**config.mk**
```make
export PLATFORM = sky130hd
export DESIGN_NAME = fft_frame_packer
export DESIGN_NICKNAME = d
export VERILOG_FILES = /design/src/rtl/fft_pkg.sv /design/src/rtl/fft_frame_packer.sv
export SDC_FILE = /design/constraint.sdc
export NUM_CORES = 1
export LEC_CHECK = 0
export ABC_AREA = 1
export CAP_MARGIN = 10
export CORE_MARGIN = 4
export CORE_UTILIZATION = 59
export CTS_CLUSTER_DIAMETER = 40
export DETAILED_ROUTE_END_ITERATION = 8
export PLACE_DENSITY = 0.95
export SYNTH_ARGS = -nofsm -noshare
export SYNTH_HDL_FRONTEND = slang
export SYNTH_SLANG_ARGS = --single-unit
```
**constraint.sdc**
```tcl
create_clock -name clk -period 5.4 [get_ports clk]
set_input_delay 0.54 -clock clk [delete_from_list [all_inputs] [get_ports clk]]
set_output_delay 0.54 -clock clk [all_outputs]
set_load 0.05 [all_outputs]
```
**src/rtl/fft_pkg.sv**
```systemverilog
// Shared constants and types for the FFT input path.
//   SAMPLE_SIZE  bits per signed time-domain sample
//   BUFFER_SIZE  samples per FFT frame (power of two, >= 4)
//   FRAME_CNT_W  width of the emitted-frame counter
package fft_pkg;

  localparam int unsigned SAMPLE_SIZE = 16;
  localparam int unsigned BUFFER_SIZE = 8;
  localparam int unsigned FRAME_W     = SAMPLE_SIZE * BUFFER_SIZE;
  localparam int unsigned FRAME_CNT_W = 16;

  typedef logic signed [SAMPLE_SIZE-1:0] sample_t;
  typedef logic signed [FRAME_W-1:0]     frame_t;

endpackage : fft_pkg

```
**src/rtl/fft_frame_packer.sv**
```systemverilog
// Streaming-to-frame packer: collects BUFFER_SIZE signed samples into one flat
// frame word (sample 0 in the LSBs) and presents it on a valid/ready output.
// A separate fill buffer keeps accepting samples while the output is held.
//
// Ports:
//   clk, rst_n    clock (rising edge), asynchronous active-low reset
//   flush         synchronous discard of the partial fill buffer
//   sample_in     signed input sample, qualified by sample_valid
//   sample_ready  combinational: fill buffer not full and no flush
//   frame_out     packed frame, stable while frame_valid is high
//   frame_valid   frame_out holds a complete frame
//   frame_ready   downstream accepts the frame
//   frame_count   frames transferred to the output since reset (wraps)
//
// Build option: FFT_FRAMER_OVERLAP_EN selects 50% frame overlap; when it is
// undefined frames are non-overlapping.
module fft_frame_packer #(
  parameter int unsigned SAMPLE_SIZE = fft_pkg::SAMPLE_SIZE,
  parameter int unsigned BUFFER_SIZE = fft_pkg::BUFFER_SIZE
) (
  input  logic                                    clk,
  input  logic                                    rst_n,
  input  logic                                    flush,
  input  logic signed [SAMPLE_SIZE-1:0]           sample_in,
  input  logic                                    sample_valid,
  output logic                                    sample_ready,
  output logic signed [BUFFER_SIZE*SAMPLE_SIZE-1:0] frame_out,
  output logic                                    frame_valid,
  input  logic                                    frame_ready,
  output logic [fft_pkg::FRAME_CNT_W-1:0]         frame_count
);

  localparam int unsigned FRAME_W = BUFFER_SIZE * SAMPLE_SIZE;
  localparam int unsigned HALF_W  = FRAME_W / 2;
  localparam int unsigned CNT_W   = $clog2(BUFFER_SIZE + 1);
  localparam int unsigned IDX_W   = $clog2(BUFFER_SIZE);
  localparam int unsigned FCNT_W  = fft_pkg::FRAME_CNT_W;

  localparam logic [CNT_W-1:0] CNT_FULL = CNT_W'(BUFFER_SIZE);
`ifdef FFT_FRAMER_OVERLAP_EN
  localparam logic [CNT_W-1:0] CNT_HALF = CNT_W'(BUFFER_SIZE / 2);
`endif

  // Reject frame sizes the packer and the FFT cannot handle.
  if (BUFFER_SIZE < 4 || (BUFFER_SIZE & (BUFFER_SIZE - 1)) != 0) begin : g_bad_size
    $error("fft_frame_packer: BUFFER_SIZE must be a power of two and at least 4");
  end

  logic [FRAME_W-1:0] fill_q,  fill_d;
  logic [FRAME_W-1:0] out_q,   out_d;
  logic [CNT_W-1:0]   cnt_q,   cnt_d;
  logic               valid_q, valid_d;
  logic [FCNT_W-1:0]  fcnt_q,  fcnt_d;

  logic               full_c;
  logic               accept_c;
  logic               xfer_c;
  logic [IDX_W-1:0]   slot_c;

  // Handshake qualifiers; flush outranks both accept and transfer.
  assign full_c       = (cnt_q == CNT_FULL);
  assign sample_ready = !full_c && !flush;
  assign accept_c     = sample_valid && sample_ready;
  assign xfer_c       = full_c && (!valid_q || frame_ready) && !flush;
  // Only meaningful while not full, where cnt fits in IDX_W bits.
  assign slot_c       = cnt_q[IDX_W-1:0];

  // Next-state logic for fill buffer, output register and counters.
  always_comb begin
    fill_d  = fill_q;
    out_d   = out_q;
    cnt_d   = cnt_q;
    valid_d = valid_q;
    fcnt_d  = fcnt_q;

    // Output handshake; a same-cycle transfer below re-asserts valid.
    if (valid_q && frame_ready) begin
      valid_d = 1'b0;
    end

    if (flush) begin
      cnt_d = '0;
    end else if (xfer_c) begin
      out_d   = fill_q;
      valid_d = 1'b1;
      fcnt_d  = fcnt_q + FCNT_W'(1);
`ifdef FFT_FRAMER_OVERLAP_EN
      // Newest half of the frame becomes the oldest half of the next one.
      fill_d[HALF_W-1:0] = fill_q[FRAME_W-1:HALF_W];
      cnt_d              = CNT_HALF;
`else
      cnt_d = '0;
`endif
    end else if (accept_c) begin
      fill_d[slot_c*SAMPLE_SIZE +: SAMPLE_SIZE] = sample_in;
      cnt_d = cnt_q + CNT_W'(1);
    end
  end

  // State registers.
  always_ff @(posedge clk or negedge rst_n) begin
    if (!rst_n) begin
      fill_q  <= '0;
      out_q   <= '0;
      cnt_q   <= '0;
      valid_q <= 1'b0;
      fcnt_q  <= '0;
    end else begin
      fill_q  <= fill_d;
      out_q   <= out_d;
      cnt_q   <= cnt_d;
      valid_q <= valid_d;
      fcnt_q  <= fcnt_d;
    end
  end

  assign frame_out   = out_q;
  assign frame_valid = valid_q;
  assign frame_count = fcnt_q;

endmodule : fft_frame_packer
```
# [Word-level counts from Yosys, hierarchy flattened]
# Cells that the tools add are included.
[totals] reg_bits=277 latch_bits=0 ramBits=0 romBits=0 input_bits=21 output_inout_bits=146 elab_cells=32 n_memories=0
[op_classes] n_addsub=3 n_mul=0 div_mod_pow=0 magnitude_cmp=0 n_eq_ne=1 shift=2 muxes=7 bitwise_logic=2 n_reduce_logical=12
[ops] operator="bitwise mux 128 bit" n=1
[ops] operator="variable shift 16 x 34 -> 128 bit (first input constant)" n=1
[ops] operator="variable part select 16 x 34 -> 128 bit" n=1
[ops] operator="negation 7 -> 34 bit" n=1
[ops] operator="adder 16 x 1 -> 16 bit (second input constant)" n=1
[ops] operator="two-way mux 4 bit" n=3
[ops] operator="logical AND 1 bit" n=5
[ops] operator="adder 4 x 1 -> 4 bit (second input constant)" n=1
[ops] operator="== test 4 bit (second input constant)" n=1
[ops] operator="logical NOT 1 bit" n=3
[ops] operator="two-way mux 1 bit" n=3
[ops] operator="AND reduction 3 bit" n=1
[ops] operator="nonzero test 3 bit" n=1
[ops] operator="inverter 1 bit" n=2
[ops] operator="AND reduction 2 bit" n=1
[ops] operator="logical OR 1 bit" n=1

# [Logic depth before layout (Yosys ltp)]
[logic_depth] ltp_word=7 mapped_depth=10 ltp_nobuf=9

# [Worst setup path after synthesis]
# No wires, ideal clock.
[synth_path] path_type="register to output" from="reg cnt_q[0]" to="out sample_ready" arrival_ps=1602 required_ps=4860 path_slack_ps=3258 stages_incl_launch_ff=6 path_cell_list="dfrtp_1 > inv_4 > ha_1 > nand2_1 > nor2_2 > nor2_1"
[synth_between] elab_chain_cells=3
[synth_rtl] element="start, declared" line="fft_frame_packer.sv:51" text="logic [CNT_W-1:0] cnt_q, cnt_d;"
[synth_rtl] element="start signal, assigned" line="fft_frame_packer.sv:111" text="cnt_q <= cnt_d;"
[synth_rtl] element="== test 4 bit" line="fft_frame_packer.sv:61" text="assign full_c = (cnt_q == CNT_FULL);"
[synth_rtl] element="logical NOT 1 bit" line="fft_frame_packer.sv:62" text="assign sample_ready = !full_c && !flush;"
[synth_rtl] element="logical AND 1 bit" line="fft_frame_packer.sv:62"
[synth_rtl] element="end, declared" line="fft_frame_packer.sv:26" text="output logic sample_ready,"
# No other way between the ends.

# [Final worst setup path]
[layout_path] from="reg cnt_q[0]" to="reg out_q[36], in the netlist frame_out[36]"
[layout_between] elab_chain_cells=4
[layout_rtl] element="== test 4 bit" line="fft_frame_packer.sv:61"
[layout_rtl] element="logical AND 1 bit (2 in series)" line="fft_frame_packer.sv:64" text="assign xfer_c = full_c && (!valid_q || frame_ready) && !flush;"
[layout_rtl] element="AND reduction 2 bit (no line)"
[layout_rtl] element="end signal, assigned" line="fft_frame_packer.sv:110" text="out_q <= out_d;"
[layout_rtl] element="end, declared" line="fft_frame_packer.sv:50" text="logic [FRAME_W-1:0] out_q, out_d;"
# No other way between the ends.
# A chain may end at the register's enable or synchronous reset.

==> impl_metrics.py <==
metrics = {
    "clock_network": {
        "cts_tree": "built",
        "cts.clk_slew.worst_paths_ns": 0.06,
        "post_cts_buffers": 0,
        "clockBufferDepth": 3,
        "cts_buffers": 34,
        "clkLatencyLatePin_ns": 0.50,
        "cts_sinks": 277,
        "cts-root-buf": "clkbuf_16",
        "cts_resized": 0,
        "hold_buffers": 0,
        "h-tree-depth": 2,
    },
    "placement": {
        "io_buffers": 166,
        "gp_congestion": 0.9097,
        "place_hpwl_mm": 19.12,
    },
    "routing": {
        "ant_nets": 0,
        "drt_iter0_markers": 847,
        "wl_per_cell_um": 17.71,
        "num_vias": 9496,
        "dr.pass1.iters": 6,
        "drt_wl_total_mm": 30.22,
        "viasPerCell": 5.566,
        "drc": 0,
    },
    "global_route": {
        "gr-total-overflow": 0,
        "antenna_found_initial": 0,
        "grt_pass1_vias": 9593,
        "grt_pass1_wl_mm": 48.96,
        "grtUsageTotal_pct": 28.01,
        "grt_max_degree": 131,
    },
    "floorplanning": {
        "fp.dieH_um": 148.2,
        "start_util_pct": 59.81,
        "die_w_um": 148.2,
        "die_area_um2": 21970,
        "io_pins": 167,
        "fp-row-count": 51,
        "fp.coreArea_um2": 19400,
    },
    "yosys": {
        "synth_ff_type": "dfrtp_1",
        "netlist_instances": 1273,
        "synth_area_leaders": "dfrtp_1 60%, nand2_1 15%, o21ai_0 4.5%",
        "syn_area_per_cell_um2": 9.114,
        "yosysMostFrequentCell": "nand2_1",
        "synthDominantCellAreaShare_pct": 59.74,
        "ys_warn_count": 0,
        "synth_edf_count": 0,
        "synth_area_um2": 11600,
        "synth_nets": 1299,
        "synth_common_cells": "473 x nand2_1, 277 x dfrtp_1, 104 x o21ai_0",
        "async_flop_share_pct": 100.0,
        "synth_cell_type_count": 34,
        "ys_ff_latch": 277,
        "synth_top_area_cell": "dfrtp_1",
        "yosysSeqAreaShare_pct": 59.74,
    },
    "sta": {
        "finalHoldViolCount": 0,
        "period_needed_ns": 3.198,
        "fmax_mhz": 312.7,
        "setup_tns_ns": 0,
        "setup_viol": 0,
        "tightest_slew_ns": 1.142,
        "relSlewSlack_pct": 23.86,
        "slew_viol_final": 0,
        "min_period_over_period_pct": 59.22,
        "fin_skew_ns": 0.02078,
        "rsz0062_at_grt": "false",
    },
    "power_and_ir_drop": {
        "power_density_nw_per_um2": 366.9,
        "peakVddDrop_v": 0.0003048,
        "p_leak_uw": 0.007264,
    },
    "critical_path": {
        "critPathMaxStageDelay_ns": 0.96,
        "reg2regPathDepth": 9,
        "reg2reg_from": "cnt_q[0]$_DFFE_PN0P_",
        "r2r-end": "frame_out[36]$_DFFE_PN0P_",
        "cp_max_fo": 128,
        "path_cells": "inv_4 > ha_1 > nand2_1 > nor2_2 > nand3_4 > buf_4 > buf_4 > nand2_1 > nand2_1",
        "worstPathArrival_ns": 3.63,
        "r2r_setup_slack_ns": 2.20,
        "critPathTopFamily": "buffers and inverters",
        "cpMostUsedCell": "nand2_1",
        "start_kind": "flip-flop",
        "path_buf_inv": 3,
        "crit_path_end_kind": "flip-flop",
        "critPathRequiredTime_ns": 5.84,
        "startpoint": "cnt_q[0]$_DFFE_PN0P_",
        "path_class": "flip-flop to flip-flop",
        "cpMaxStageDelayCell": "buf_4",
    },
    "layout": {
        "area_growth_pct": 23.85,
        "fin_nets": 1445,
        "layout-drive-gt1-share_pct": 7.981,
        "diodes": 0,
        "post-route-util_pct": 74.08,
    },
    "hold_path": {
        "min_path_type": "primary input to asynchronous set/reset pin",
    },
    "run": {
        "cap_violations": 0,
    },
    "status": {
        "status": "finished clean",
    },
}
==> cells in the final DEF, fill, tap and decap left out, drive strengths merged, types with 6 or more instances in the layout <==
master         count
nand3             95
nand2            479
inv              100
xor2               6
clkdlybuf4s50    165
dfrtp            277
nor2              82
clkinv            10
o21ai            131
nor3               8
clkbuf            43
buf                7
nand3b            18
==> routing by layer <==
metal  global-route usage (%)  vias up  wire length [µm]
li1                         -     4284                 -
met1                    36.77     4539             11510
met2                    44.37      541             14290
met3                    6.246      132              2833
met4                    14.32        0              1590
met5                        0        -                 0
==> area by class of cell <==
class / instances / area (µm²)
clock buffer: 43 / 935.9
clock inverter: 15 / 160.2
inverter: 99 / 375.4
tap: 265 / 331.6
timing repair buffer: 172 / 1724
fill: 1225 / 5029
multi-input combinational: 835 / 3911
sequential: 277 / 6932
==> report_power, final <==
| group | internal (µW) | leakage, µW | switching, µW |
|---|---|---|---|
| sequential | 2340 | 0.00362 | 115 |
| clock | 1330 | 0.000535 | 859 |
| combinational | 190 | 0.00310 | 436 |
==> cells by family after synthesis <==
kind of cell	count (synthesis)	share of synthesized area, %
AND/OR/NAND/NOR	687	25.86
flip-flops	277	59.74
buffers and inverters	161	6.611
AO/OA/AOI/OAI	134	6.567
XOR/XNOR	9	0.6794
adder cells (fa/ha/maj)	5	0.5392
==> worst max-delay path by stage <==
stage,slack [ns],to,depth (start not counted)
after CTS,2.23,frame_out[29]$_DFFE_PN0P_,8
after global placement,2.17,cnt_q[2]$_DFFE_PN0P_,7
after floorplan,3.26,sample_ready,5
after detailed placement,2.04,frame_out[60]$_DFFE_PN0P_,6
final,2.20,frame_out[36]$_DFFE_PN0P_,9
after global routing,1.94,frame_out[29]$_DFFE_PN0P_,8
==> sequential cells by signal (all words and copies together), names as in the netlist <==
signal	count
cnt_q	4
fill_q	128
frame_count	16
frame_out	128
frame_valid	1
==> metrics by stage <==
stage | std cells | total power, µW | hold slack (ns) | worst slack [ns] | cell area (µm²)
2_1_floorplan | 1273 | 2872 | 0.2444 | 3.258 | 11600
3_3_place_gp | 1647 | 3035 | 0.4508 | 2.170 | 13250
3_5_place_dp | 1647 | 3081 | 0.4560 | 2.038 | 13250
4_1_cts | 1705 | 5286 | 0.1841 | 2.231 | 14350
5_1_grt | 1706 | 5476 | 0.2423 | 1.942 | 14370
6_report | 1706 | 5272 | 0.1225 | 2.202 | 14370
==> worst register-to-register path: stages (launching register included) <==
cell,delay (ns)
dfrtp_1,0.52
inv_4,0.13
ha_1,0.28
nand2_1,0.10
nor2_2,0.08
nand3_4,0.08
buf_4,0.53
buf_4,0.99
nand2_1,0.29
nand2_1,0.14
(Power assumes the default switching activity.)
